<file path="config.mk">
export PLATFORM = sky130hd
export DESIGN_NAME = mul_arbiter
export DESIGN_NICKNAME = d
export VERILOG_FILES = /design/src/rtl/mul_arbiter.sv
export SDC_FILE = /design/constraint.sdc
export NUM_CORES = 1
export LEC_CHECK = 0
export BUFFER_PORTS_ARGS = -buffer_cell sky130_fd_sc_hd__buf_2
export CORE_UTILIZATION = 34
export CTS_CLUSTER_DIAMETER = 80
export DETAILED_ROUTE_END_ITERATION = 7
export GPL_TIMING_DRIVEN = 0
export PLACE_DENSITY_LB_ADDON = 0.2
export SLEW_MARGIN = 10
export SYNTH_ARGS = -nofsm -noshare
export SYNTH_HDL_FRONTEND = slang
export SYNTH_SLANG_ARGS = --single-unit
</file>
<file path="constraint.sdc">
create_clock -name clk -period 1.27 [get_ports clk]
set_input_delay 0.0635 -clock clk [delete_from_list [all_inputs] [get_ports clk]]
set_output_delay 0.0635 -clock clk [all_outputs]
set_load 0.02 [all_outputs]
</file>
<file path="src/rtl/mul_arbiter.sv">
// Two-requester round-robin front end for a shift-free add/decrement multiplier.
// Sequences a shared datapath (A reg, B down-counter, P accumulator) through one job at a time.
module mul_arbiter (
    input  logic        clk,
    input  logic        rst,
    input  logic        req0,
    input  logic [15:0] a0,
    input  logic [15:0] b0,
    input  logic        req1,
    input  logic [15:0] a1,
    input  logic [15:0] b1,
    output logic        ack0,
    output logic        ack1,
    output logic [15:0] prod,
    output logic        busy,
    output logic [15:0] data_in,
    output logic        ldA,
    output logic        ldB,
    output logic        ldP,
    output logic        clrP,
    output logic        decB,
    input  logic        eqz,
    input  logic [15:0] p_in
);

    localparam logic [2:0] S_IDLE = 3'd0;
    localparam logic [2:0] S_LDA  = 3'd1;
    localparam logic [2:0] S_LDB  = 3'd2;
    localparam logic [2:0] S_MUL  = 3'd3;
    localparam logic [2:0] S_DONE = 3'd4;

    logic [2:0]  state_q, state_d;
    logic        owner_q, owner_d;
    logic        last_q, last_d;
    logic [15:0] prod_q, prod_d;

    always_comb begin
        state_d = state_q;
        owner_d = owner_q;
        last_d  = last_q;
        prod_d  = prod_q;
        case (state_q)
            S_IDLE: begin
                if (req0 || req1) begin
                    // On a tie the requester that was not served last wins.
                    owner_d = (req0 && req1) ? ~last_q : req1;
                    last_d  = owner_d;
                    state_d = S_LDA;
                end
            end
            S_LDA:  state_d = S_LDB;
            S_LDB:  state_d = S_MUL;
            S_MUL: begin
                if (eqz) begin
                    prod_d  = p_in;
                    state_d = S_DONE;
                end
            end
            S_DONE: state_d = S_IDLE;
            default: state_d = S_IDLE;
        endcase
    end

    // last_q resets to 1 so requester 0 takes the first tie.
    always_ff @(posedge clk or posedge rst) begin
        if (rst) begin
            state_q <= S_IDLE;
            owner_q <= 1'b0;
            last_q  <= 1'b1;
            prod_q  <= 16'd0;
        end else begin
            state_q <= state_d;
            owner_q <= owner_d;
            last_q  <= last_d;
            prod_q  <= prod_d;
        end
    end

    always_comb begin
        ack0    = 1'b0;
        ack1    = 1'b0;
        ldA     = 1'b0;
        ldB     = 1'b0;
        ldP     = 1'b0;
        clrP    = 1'b0;
        decB    = 1'b0;
        data_in = 16'd0;
        case (state_q)
            S_LDA: begin
                ldA     = 1'b1;
                data_in = owner_q ? a1 : a0;
            end
            S_LDB: begin
                ldB     = 1'b1;
                clrP    = 1'b1;
                data_in = owner_q ? b1 : b0;
            end
            S_MUL: begin
                ldP  = ~eqz;
                decB = ~eqz;
            end
            S_DONE: begin
                ack0 = ~owner_q;
                ack1 = owner_q;
            end
            default: ;
        endcase
    end

    assign busy = (state_q != S_IDLE);
    assign prod = prod_q;

endmodule

</file>
* Word-level counts from Yosys, hierarchy flattened
Cells that the tools add are included.
** Word-level totals
- Register bits :: 21
- Input port bits :: 85
- Output and inout bits :: 40
- Word-level logic and storage cells :: 32
** Cells by class
- Equality and inequality tests :: 6
- Multiplexer cells :: 12
- Bitwise operators :: 3
- Reduce and logical (&&, ||, !) cells :: 7
** Operator list (count)
- $mux W16 :: 2
- $pmux W16 S2 :: 1
- $pmux W3 S4 :: 1
- $eq A3 B2 Y1 const B :: 2
- $mux W1 :: 6
- $mux W3 :: 2
- $reduce_and A2 Y1 :: 3
- $ne A2 B2 Y1 const B :: 2
- $eq A3 B1 Y1 const B :: 1
- $eq A3 B3 Y1 const B :: 1
- $logic_not A3 Y1 :: 1
- $not A1 Y1 :: 3
- $reduce_bool A3 Y1 :: 1
- $logic_and A1 B1 Y1 :: 1
- $logic_or A1 B1 Y1 :: 1

* Depth between registers and ports, before layout
Gate-level depths: netlist of the first run.
- Depth after elaboration :: 3
- Mapped depth :: 6
- Mapped depth without buffers :: 2

* Least setup slack after synthesis of the first run
Ideal clock, no wire load.
- Path type :: register -> output
- From :: reg state_q[0]
- To :: out ldB
- Data arrival time :: 1.490 ns
- Data required time :: 1.207 ns
- Slack :: -0.283 ns
- Stages on the path, launching flop included :: 7
- Path buffers :: 4
- Cells stage by stage :: dfrtp_1 -> buf_4 -> or3b_1 -> buf_2 -> buf_6 -> inv_1 -> buf_4
** On the way
- Longest elaborated chain between the ends :: 2
** Ends and longest elaborated chain
- start, declared :: RTL line 32 : logic [2:0] state_q, state_d;
- start signal, assigned :: RTL line 72 : state_q <= state_d;
- $eq A3 B2 Y1
- $mux W1
- end, declared :: RTL line 18 : output logic ldB,
No other way between the ends.

* Worst setup path after layout of the first run
- From :: reg state_q[2]
- To :: out data_in[11]
** On the way
- Longest elaborated chain between the ends :: 2
- Elaborated cells between the ends (all ways) :: 3
- Those cells by class :: 2 x eq/ne; 1 x mux
** Ends and longest elaborated chain
- $eq A3 B2 Y1 / $eq A3 B1 Y1 (equally long branches) :: RTL line 88 : case (state_q)
- $pmux W16 S2 * :: RTL line 88
- end, declared :: RTL line 16 : output logic [15:0] data_in,
Mark *: on every way between the ends. The rest lies on a longest branch, timed or not.

==> run_results.csv, run 1 <==
group,metric,value,unit
die,dieArea,0.00452,mm²
power,total_power,0.00806,W
die,design.core.area,0.00403,mm²
run,cap_violations,0,
clock_tree,clock-sinks,21,
die,rows,23,
yosys,synth_top_cell_by_area,"dfrtp_1",
yosys,ys_seq_area_frac,0.364,
power,p_leak,1.46,nW
route,detail_route.vias_per_cell,4.91,
global_route,grt_pass1_wl,6580,µm
sta,fin_ws,-499,ps
sta,hold_viol_final,0,
yosys,synthesis.area,0.00145,mm²
outcome,status,"finished, violations left",
finish,antenna_cells,0,
yosys,synth_area_leaders,"dfrtp_1 35%, mux2i_1 23%, mux2_2 12%",
sta,rsz0062_at_grt,"true",
route,wl_per_cell,16.4,µm
yosys,async_flop_share,1.00,
yosys,synth_fp_nets,206,
die,ios,125,
global_route,grt_max_degree,22,
sta,skew,1.86,ps
worst_setup_path,cp-end-kind,"primary output",
global_route,grt_overflow,0,
route,drc,0,
yosys,yosysWarningCount,0,
place,numPortBuffers,124,
sta,min_period,1770,ps
route,drt_iter0_markers,21,
yosys,synth_top_area_share,0.346,
sta,period_share,1.39,
die,die_w,67.2,µm
finish,final_cells,316,
yosys,ys.flop_type,"dfrtp_1",
yosys,ys_top_cells_by_count,"33 x mux2i_1, 20 x dfrtp_1, 15 x mux2_2, 9 x o22ai_1, 8 x o22ai_2",
finish,nets,352,
outcome,violations,"negative setup slack",
worst_setup_path,worstSetupStartpointType,"register",
place,place_inst,295,
yosys,syn_inst,121,
power,p_per_area,2760,mW/mm²
finish,design_area,0.00292,mm²
sta,final-setup-viol-count,44,
yosys,syn_area_per_cell,12.0,µm²
finish,layout-drive-gt1-share,0.823,
clock_tree,clk_latency,260,ps
worst_setup_path,path_max_fanout,5,
worst_setup_path,ff2ff_setup_slack,-250,ps
worst_setup_path,ff2ff_path_depth,5,
route,drt_first_pass_iters,4,
worst_setup_path,critPathArrivalTime,1710,ps
sta,finalMaxSlewViolations,0,
clock_tree,cts_tree,"yes",
worst_setup_path,cp.required,1210,ps
hold_path,hold_class,"input pin to register",
worst_setup_path,worstSetupPathType,"register to primary output",
sta,tightest_slew,471,ps
clock_tree,cts_buffers,3,
yosys,ys_types,25,
die,start_util,0.359,
place,place.gp.congestion,0.653,
yosys,synth_most_common_cell,"mux2i_1",
place,placed_cell_area,0.00223,mm²
route,wirelength,5170,µm
hold_path,min_delay_path_depth,2,
yosys,synth_edf_count,0,
sta,tns,-12790,ps
clock_tree,path_clk_slew,80,ps
clock_tree,clockBufferDepth,2,
global_route,globalRouteTotalUtil,0.190,
sta,maxSlewHeadroom,0.685,
finish,syn_to_final_growth,102,%
global_route,antenna_found_initial,0,
clock_tree,h-tree-depth,1,
yosys,synth-seq-cells,21,
route,vias,1551,
power,irDropWorstVdd,0.00151,V
clock_tree,cts_root_buf,"clkbuf_8",
place,hpwl,3080,µm
global_route,first_global_vias,1518,
route,final_antenna_net_count,0,
die,die_y,67.2,µm
sta,fmax,565,MHz
[logic make-up (layout without fill, tap and decap cells)]
| group | count (synthesis) | after routing | share of synthesized area |
|---|---|---|---|
| compound gates | 19 | 19 | 0.119 |
| simple gates | 14 | 14 | 0.0779 |
| flops | 21 | 21 | 0.364 |
| buf+inv | 18 | 163 | 0.0865 |
| mux | 49 | 49 | 0.353 |
[power breakdown]
group	total [W]	leakage [nW]	switching, W	internal [W]
combinational	0.00641	1.18	0.00300	0.00342
clock	0.000442	0.0255	0.000224	0.000219
sequential	0.00120	0.248	0.000183	0.00102
total	0.00806	1.46	0.00340	0.00465
[routing by layer]
| layer | wire (µm) | track usage | vias to the layer above |
|---|---|---|---|
| met5 | 0 | 0 | - |
| met4 | 25 | 0.0213 | 0 |
| met3 | 377 | 0.0490 | 5 |
| met2 | 2970 | 0.375 | 67 |
| met1 | 1800 | 0.204 | 745 |
| li1 | - | - | 734 |
[final timing paths]
path,from,end
max,state_q[2]$_DFFE_PP0P_,data_in[11]
min,p_in[1],prod[1]$_DFFE_PP0P_
max reg2reg,state_q[1]$_DFFE_PP0P_,last_q$_DFFE_PP1P_
min reg2reg,last_q$_DFFE_PP1P_,last_q$_DFFE_PP1P_
max in group asynchronous,rst,last_q$_DFFE_PP1P_
min in group asynchronous,rst,prod[3]$_DFFE_PP0P_
[stage by stage]
step,setup WS [ps],util,hold WS [ps]
2_1_floorplan,-167,-,39.3
3_3_place_gp,-298,0.553,252
3_5_place_dp,-309,0.553,248
4_1_cts,-516,0.670,23.9
5_1_grt,-543,0.726,24.7
6_report,-499,0.726,29.2
[cell usage in the layout (no fill, tap or decap), types with 2 or more instances in the layout]
cell type,synthesis,layout
o22ai_4,0,16
inv_1,5,2
buf_4,3,9
mux2i_1,33,16
and3_1,2,2
dfrtp_1,20,19
mux2_4,0,16
clkinvlp_4,0,3
clkbuf_8,0,3
buf_6,3,38
buf_12,1,3
mux2i_2,0,17
buf_2,6,100
[worst max-delay path: stages, from the launching register on]
cell and delay [ps]:
dfrtp_2 440, or3b_4 420, buf_6 150, buf_16 140
o22ai_4 150, buf_6 140
[timing repair]
item,4_1_cts,5_1_grt
endpoints found under the setup margin,35,45
setup buffers,11,3
hold buffers,1,0
gates resized for setup,77,52
endpoints found under the hold margin,20,0
cloned,3,1
pin swaps,19,4
[flip-flops by register name (all words and copies together) (netlist names)]
| name | count |
|---|---|
| prod | 16 |
| state_q | 3 |
| last_q | 1 |
| owner_q | 1 |
[layout make-up]
cell class,instances,area [µm²]
buffer,12,145
fill,284,1100
clock buffer,3,41.3
inverter,5,30.0
tap,50,62.6
sequential,21,528
clock inverter,1,5.00
timing repair buffer,142,988
multi-input combinational,82,1120
Note: power is estimated with default switching activity, not from simulation.
==> inputs of run 2 (changes only) <==
- CAP_MARGIN: unset -> 20
- SETUP_SLACK_MARGIN: unset -> 0.05
==> run 2 against run 1 <==
Effect of this change: hold slack got worse by 7.3 ps; final cell count rose by 1.6%; maximum frequency fell by 1.4%; global-route usage rose by 0.84 points; the run still ends with negative setup slack left; largest power group unchanged; clock-buffer cell count did not move; critical path type unchanged; largest cell class unchanged; clock skew rose by 2.0 ps; utilization fell by 0.93 points.
==> run_results.csv, run 2 (synthesized netlist as in run 1, its figures left out) <==
group,metric,value,unit
clock_tree,clk_latency,260,ps
sta,min_period,1790,ps
route,drt_first_pass_iters,4,
power,irDropWorstVdd,0.00153,V
worst_setup_path,worstSetupPathType,"register to primary output",
route,final_antenna_net_count,0,
die,die_y,67.2,µm
worst_setup_path,cp-end-kind,"primary output",
route,vias,1573,
finish,antenna_cells,0,
power,p_per_area,2720,mW/mm²
power,p_seq_frac,0.153,
worst_setup_path,cp.required,1210,ps
die,dieArea,0.00452,mm²
worst_setup_path,reg2reg_from,"state_q[2]$_DFFE_PP0P_",
sta,fmax,557,MHz
power,combPwrFrac,0.789,
hold_path,worstHoldStart,"p_in[10]",
finish,utilization,0.716,
sta,final-setup-viol-count,44,
clock_tree,clock-sinks,21,
outcome,violations,"negative setup slack",
finish,nets,357,
global_route,antenna_found_initial,0,
clock_tree,cts_tree,"yes",
power,power.share.clock,0.059,
sta,fin_ws,-525,ps
worst_setup_path,path_max_fanout,5,
worst_setup_path,critPathArrivalTime,1730,ps
global_route,grt_overflow,0,
worst_setup_path,worstSetupStartpointType,"register",
run,cap_violations,0,
die,start_util,0.359,
sta,rsz0062_at_grt,"true",
hold_path,hold_class,"input pin to register",
route,drc,0,
global_route,grt_pass1_wl,6790,µm
finish,largest_reg_flops,16,
place,hpwl,3100,µm
sta,holdWs,21.9,ps
finish,layout-drive-gt1-share,0.782,
clock_tree,cts_root_buf,"clkbuf_8",
finish,layout_commonest_cell,"buf_2",
sta,hold_viol_final,0,
power,p_switching,0.00332,W
power,swShare,0.424,
route,wirelength,4850,µm
route,drt_iter0_markers,27,
global_route,grt_max_degree,22,
place,place.gp.congestion,0.668,
clock_tree,path_clk_slew,80,ps
sta,skew,3.82,ps
clock_tree,clockBufferDepth,2,
sta,tns,-14240,ps
clock_tree,h-tree-depth,1,
die,design.core.area,0.00403,mm²
route,wl_per_cell,15.1,µm
sta,finalMaxSlewViolations,0,
clock_tree,cts_buffers,3,
finish,fillerInstances,293,
sta,tightest_slew,451,ps
die,ios,125,
global_route,globalRouteTotalUtil,0.198,
power,p_leak,1.44,nW
outcome,status,"finished, violations left",
global_route,first_global_vias,1550,
sta,period_share,1.41,
place,numPortBuffers,124,
route,detail_route.vias_per_cell,4.90,
die,rows,23,
worst_setup_path,worstSetupStartpoint,"state_q[2]$_DFFE_PP0P_",
power,p_int,0.00452,W
die,die_w,67.2,µm
finish,syn_to_final_growth,99.6,%
finish,final_cell_mix,"100 x buf_2, 38 x buf_6, 33 x mux2i_1",
sta,maxSlewHeadroom,0.699,
==> run 2: timing repair <==
item	CTS	global route
setup buffers	15	3
cloned	4	0
gates resized for setup	77	25
hold buffers	1	0
endpoints found under the setup margin	37	45
pin swaps	23	5
hold endpoints to repair	20	0
==> run 2: critical path: stages, from the launching register on <==
cell     delay [ps]
dfrtp_2         450
or3b_4          410
buf_6           150
buf_16          140
o22ai_4         170
buf_6           140
==> run 2: path summary, 6_finish.rpt <==
kind | cells after the start | slack [ps] | to
max in group asynchronous | 3 | 580 | last_q$_DFFE_PP1P_
min in group asynchronous | 3 | 370 | prod[10]$_DFFE_PP0P_
max reg2reg | 5 | -280 | last_q$_DFFE_PP1P_
max | 5 | -520 | data_in[9]
min reg2reg | 1 | 490 | last_q$_DFFE_PP1P_
min | 2 | 20 | prod[10]$_DFFE_PP0P_
==> run 2: final cells by class <==
cell class | instances | area, µm² | area share
Buffer | 12 | 153 | 0.0529
Inverter | 5 | 30.0 | 0.0104
Sequential cell | 21 | 528 | 0.183
Multi-Input combinational cell | 82 | 1020 | 0.352
Timing Repair Buffer | 147 | 1050 | 0.363
Clock inverter | 1 | 7.51 | 0.00260
Tap cell | 50 | 62.6 | 0.0217
Clock buffer | 3 | 41.3 | 0.0143
==> run 2: per-stage QoR <==
step | instances | instance area (µm²) | total power, W | setup WS (ps)
CTS | 319 | 2760 | 0.00735 | -504
floorplan | 121 | 1550 | 0.00438 | -167
global route | 321 | 2890 | 0.00823 | -565
global placement | 295 | 2230 | 0.00537 | -302
finish | 321 | 2890 | 0.00784 | -525
detailed placement | 295 | 2230 | 0.00542 | -305
==> run 2: power by group through the flow <==
stage	combinational (W)	sequential, W	clock, W
floorplan	0.00287	0.00151	0
global placement	0.00419	0.00118	0
detailed placement	0.00423	0.00119	0
CTS	0.00572	0.00118	0.000454
global route	0.00650	0.00124	0.000489
finish	0.00618	0.00120	0.000459
==> run 2: per-layer routing <==
layer | track usage | up-vias | routed length [µm]
met2 | 0.406 | 71 | 2680
li1 | - | 749 | -
met3 | 0.0321 | 2 | 386
met4 | 0.0160 | 0 | 13
met5 | 0 | - | 0
met1 | 0.215 | 751 | 1770
==> inputs of run 3 (changes only) <==
- MAX_ROUTING_LAYER: unset -> met4
- SETUP_SLACK_MARGIN: 0.05 -> unset
==> run 3 against run 2 <==
Effect of this change: the flow still finishes with violations (negative setup slack); sequential power hardly changed; routed wire length up 6.6%; clock power decreased by 4%; combinational power up 3.7%; setup slack improved by 27 ps; register-to-register slack improved by 30 ps; die area did not move; sequential share of layout area shrank 0.23 points; clock skew down 2.1 ps.
==> run_results.csv, run 3 (synthesized netlist as in run 1, its figures left out) <==
group,metric,value,unit
sta,min_period,1770,ps
worst_setup_path,path_max_fanout,5,
clock_tree,cts_buffers,3,
die,die_y,67.2,µm
power,p_per_area,2750,mW/mm²
worst_setup_path,critPathArrivalTime,1700,ps
global_route,first_global_vias,1519,
sta,final-setup-viol-count,44,
sta,period_share,1.39,
finish,utilization,0.726,
worst_setup_path,worstSetupStartpoint,"state_q[2]$_DFFE_PP0P_",
finish,layout-drive-gt1-share,0.823,
finish,final_cell_mix,"100 x buf_2, 38 x buf_6, 19 x dfrtp_1",
finish,largest_reg_flops,16,
sta,maxSlewHeadroom,0.682,
sta,finalMaxSlewViolations,0,
place,placed_cell_area,0.00223,mm²
global_route,grt_max_degree,22,
clock_tree,h-tree-depth,1,
clock_tree,clk_latency,260,ps
die,design.core.area,0.00403,mm²
worst_setup_path,worstSetupStartpointType,"register",
route,drt_first_pass_iters,4,
sta,fin_ws,-498,ps
worst_setup_path,ff2ff_setup_slack,-250,ps
die,start_util,0.359,
place,place.gp.congestion,0.659,
clock_tree,clock-sinks,21,
die,die_w,67.2,µm
outcome,status,"finished, violations left",
power,p_leak,1.46,nW
worst_setup_path,worstSetupPathType,"register to primary output",
die,dieArea,0.00452,mm²
finish,nets,352,
hold_path,hold_class,"input pin to register",
finish,antenna_cells,0,
route,final_antenna_net_count,0,
worst_setup_path,cp-end-kind,"primary output",
sta,fmax,566,MHz
route,wl_per_cell,16.4,µm
clock_tree,path_clk_slew,80,ps
sta,rsz0062_at_grt,"true",
die,ios,125,
power,irDropWorstVdd,0.00150,V
sta,skew,1.73,ps
clock_tree,clockBufferDepth,2,
finish,design_area,0.00292,mm²
worst_setup_path,ff2ff_path_depth,5,
sta,hold_viol_final,0,
route,vias,1548,
global_route,antenna_found_initial,0,
run,cap_violations,0,
route,wirelength,5170,µm
place,numPortBuffers,124,
route,detail_route.vias_per_cell,4.90,
clock_tree,cts_tree,"yes",
global_route,grt_overflow,0,
worst_setup_path,reg2reg_from,"state_q[1]$_DFFE_PP0P_",
route,drt_iter0_markers,19,
clock_tree,cts_root_buf,"clkbuf_8",
place,hpwl,3080,µm
worst_setup_path,endpoint,"data_in[11]",
finish,syn_to_final_growth,102,%
route,drc,0,
hold_path,worstHoldStart,"p_in[2]",
worst_setup_path,cp.required,1210,ps
sta,tightest_slew,477,ps
finish,layout_commonest_cell,"buf_2",
global_route,grt_pass1_wl,6570,µm
outcome,violations,"negative setup slack",
die,rows,23,
global_route,globalRouteTotalUtil,0.195,
sta,tns,-12800,ps
worst_setup_path,timing.rr.end,"last_q$_DFFE_PP1P_",
-- run 3: cell types whose count changed in the layout (fill, tap and decap cells not counted), sizes merged --
| cell | before | now |
|---|---|---|
| clkinv | 0 | 1 |
| buf | 157 | 152 |
| clkinvlp | 4 | 3 |
-- run 3: worst min-delay path by stage --
stage                           endpoint  slack, ps  cells past startpoint
detailed placement   prod[3]$_DFFE_PP0P_        250                      2
CTS                 prod[14]$_DFFE_PP0P_         20                      2
floorplan            owner_q$_DFFE_PP0P_         40                      1
global placement     prod[3]$_DFFE_PP0P_        250                      2
global route        prod[12]$_DFFE_PP0P_         20                      2
finish               prod[2]$_DFFE_PP0P_         30                      2
-- run 3: per-layer routing --
metal,track usage,wire (µm),vias to the layer above
li1,-,-,734
met3,0.0439,361,5
met5,-,0,-
met2,0.375,2970,67
met1,0.206,1820,742
met4,0.0213,25,0
-- run 3: area by class of cell --
| class | count | area (µm²) |
|---|---|---|
| clock inverters | 1 | 5.00 |
| fillers | 284 | 1100 |
| clock buffers | 3 | 41.3 |
| flip-flops and latches | 21 | 528 |
| well taps | 50 | 62.6 |
| inverters | 5 | 30.0 |
| repair buffers | 142 | 988 |
| multi-input cells | 82 | 1120 |
| plain buffers | 12 | 145 |
-- run 3: power breakdown --
part | internal (W) | leakage, nW | switching, W
registers | 0.00102 | 0.248 | 0.000183
clock network | 0.000219 | 0.0255 | 0.000221
logic | 0.00342 | 1.18 | 0.00300
-- run 3: critical path: stages, from the launching register on --
cell and delay [ps]:
dfrtp_2 440, or3b_4 420, buf_6 150, buf_16 140, o22ai_4 150, buf_6 140
-- run 3: through the flow --
step           setup WS, ps  power (W)  cells  hold WS (ps)
6_report               -498    0.00805    316          30.5
5_1_grt                -543    0.00846    316          24.7
4_1_cts                -516    0.00727    314          23.9
3_5_place_dp           -309    0.00539    295           248
3_3_place_gp           -298    0.00535    295           252
2_1_floorplan          -167    0.00436    121          39.3
-- run 3: what timing repair did --
action | CTS | global route
hold endpoints to repair | 20 | 0
hold buffers | 1 | 0
pin swaps | 19 | 4
buffers inserted | 11 | 3
gates resized for setup | 77 | 52
cloned | 3 | 1
endpoints found under the setup margin | 35 | 45
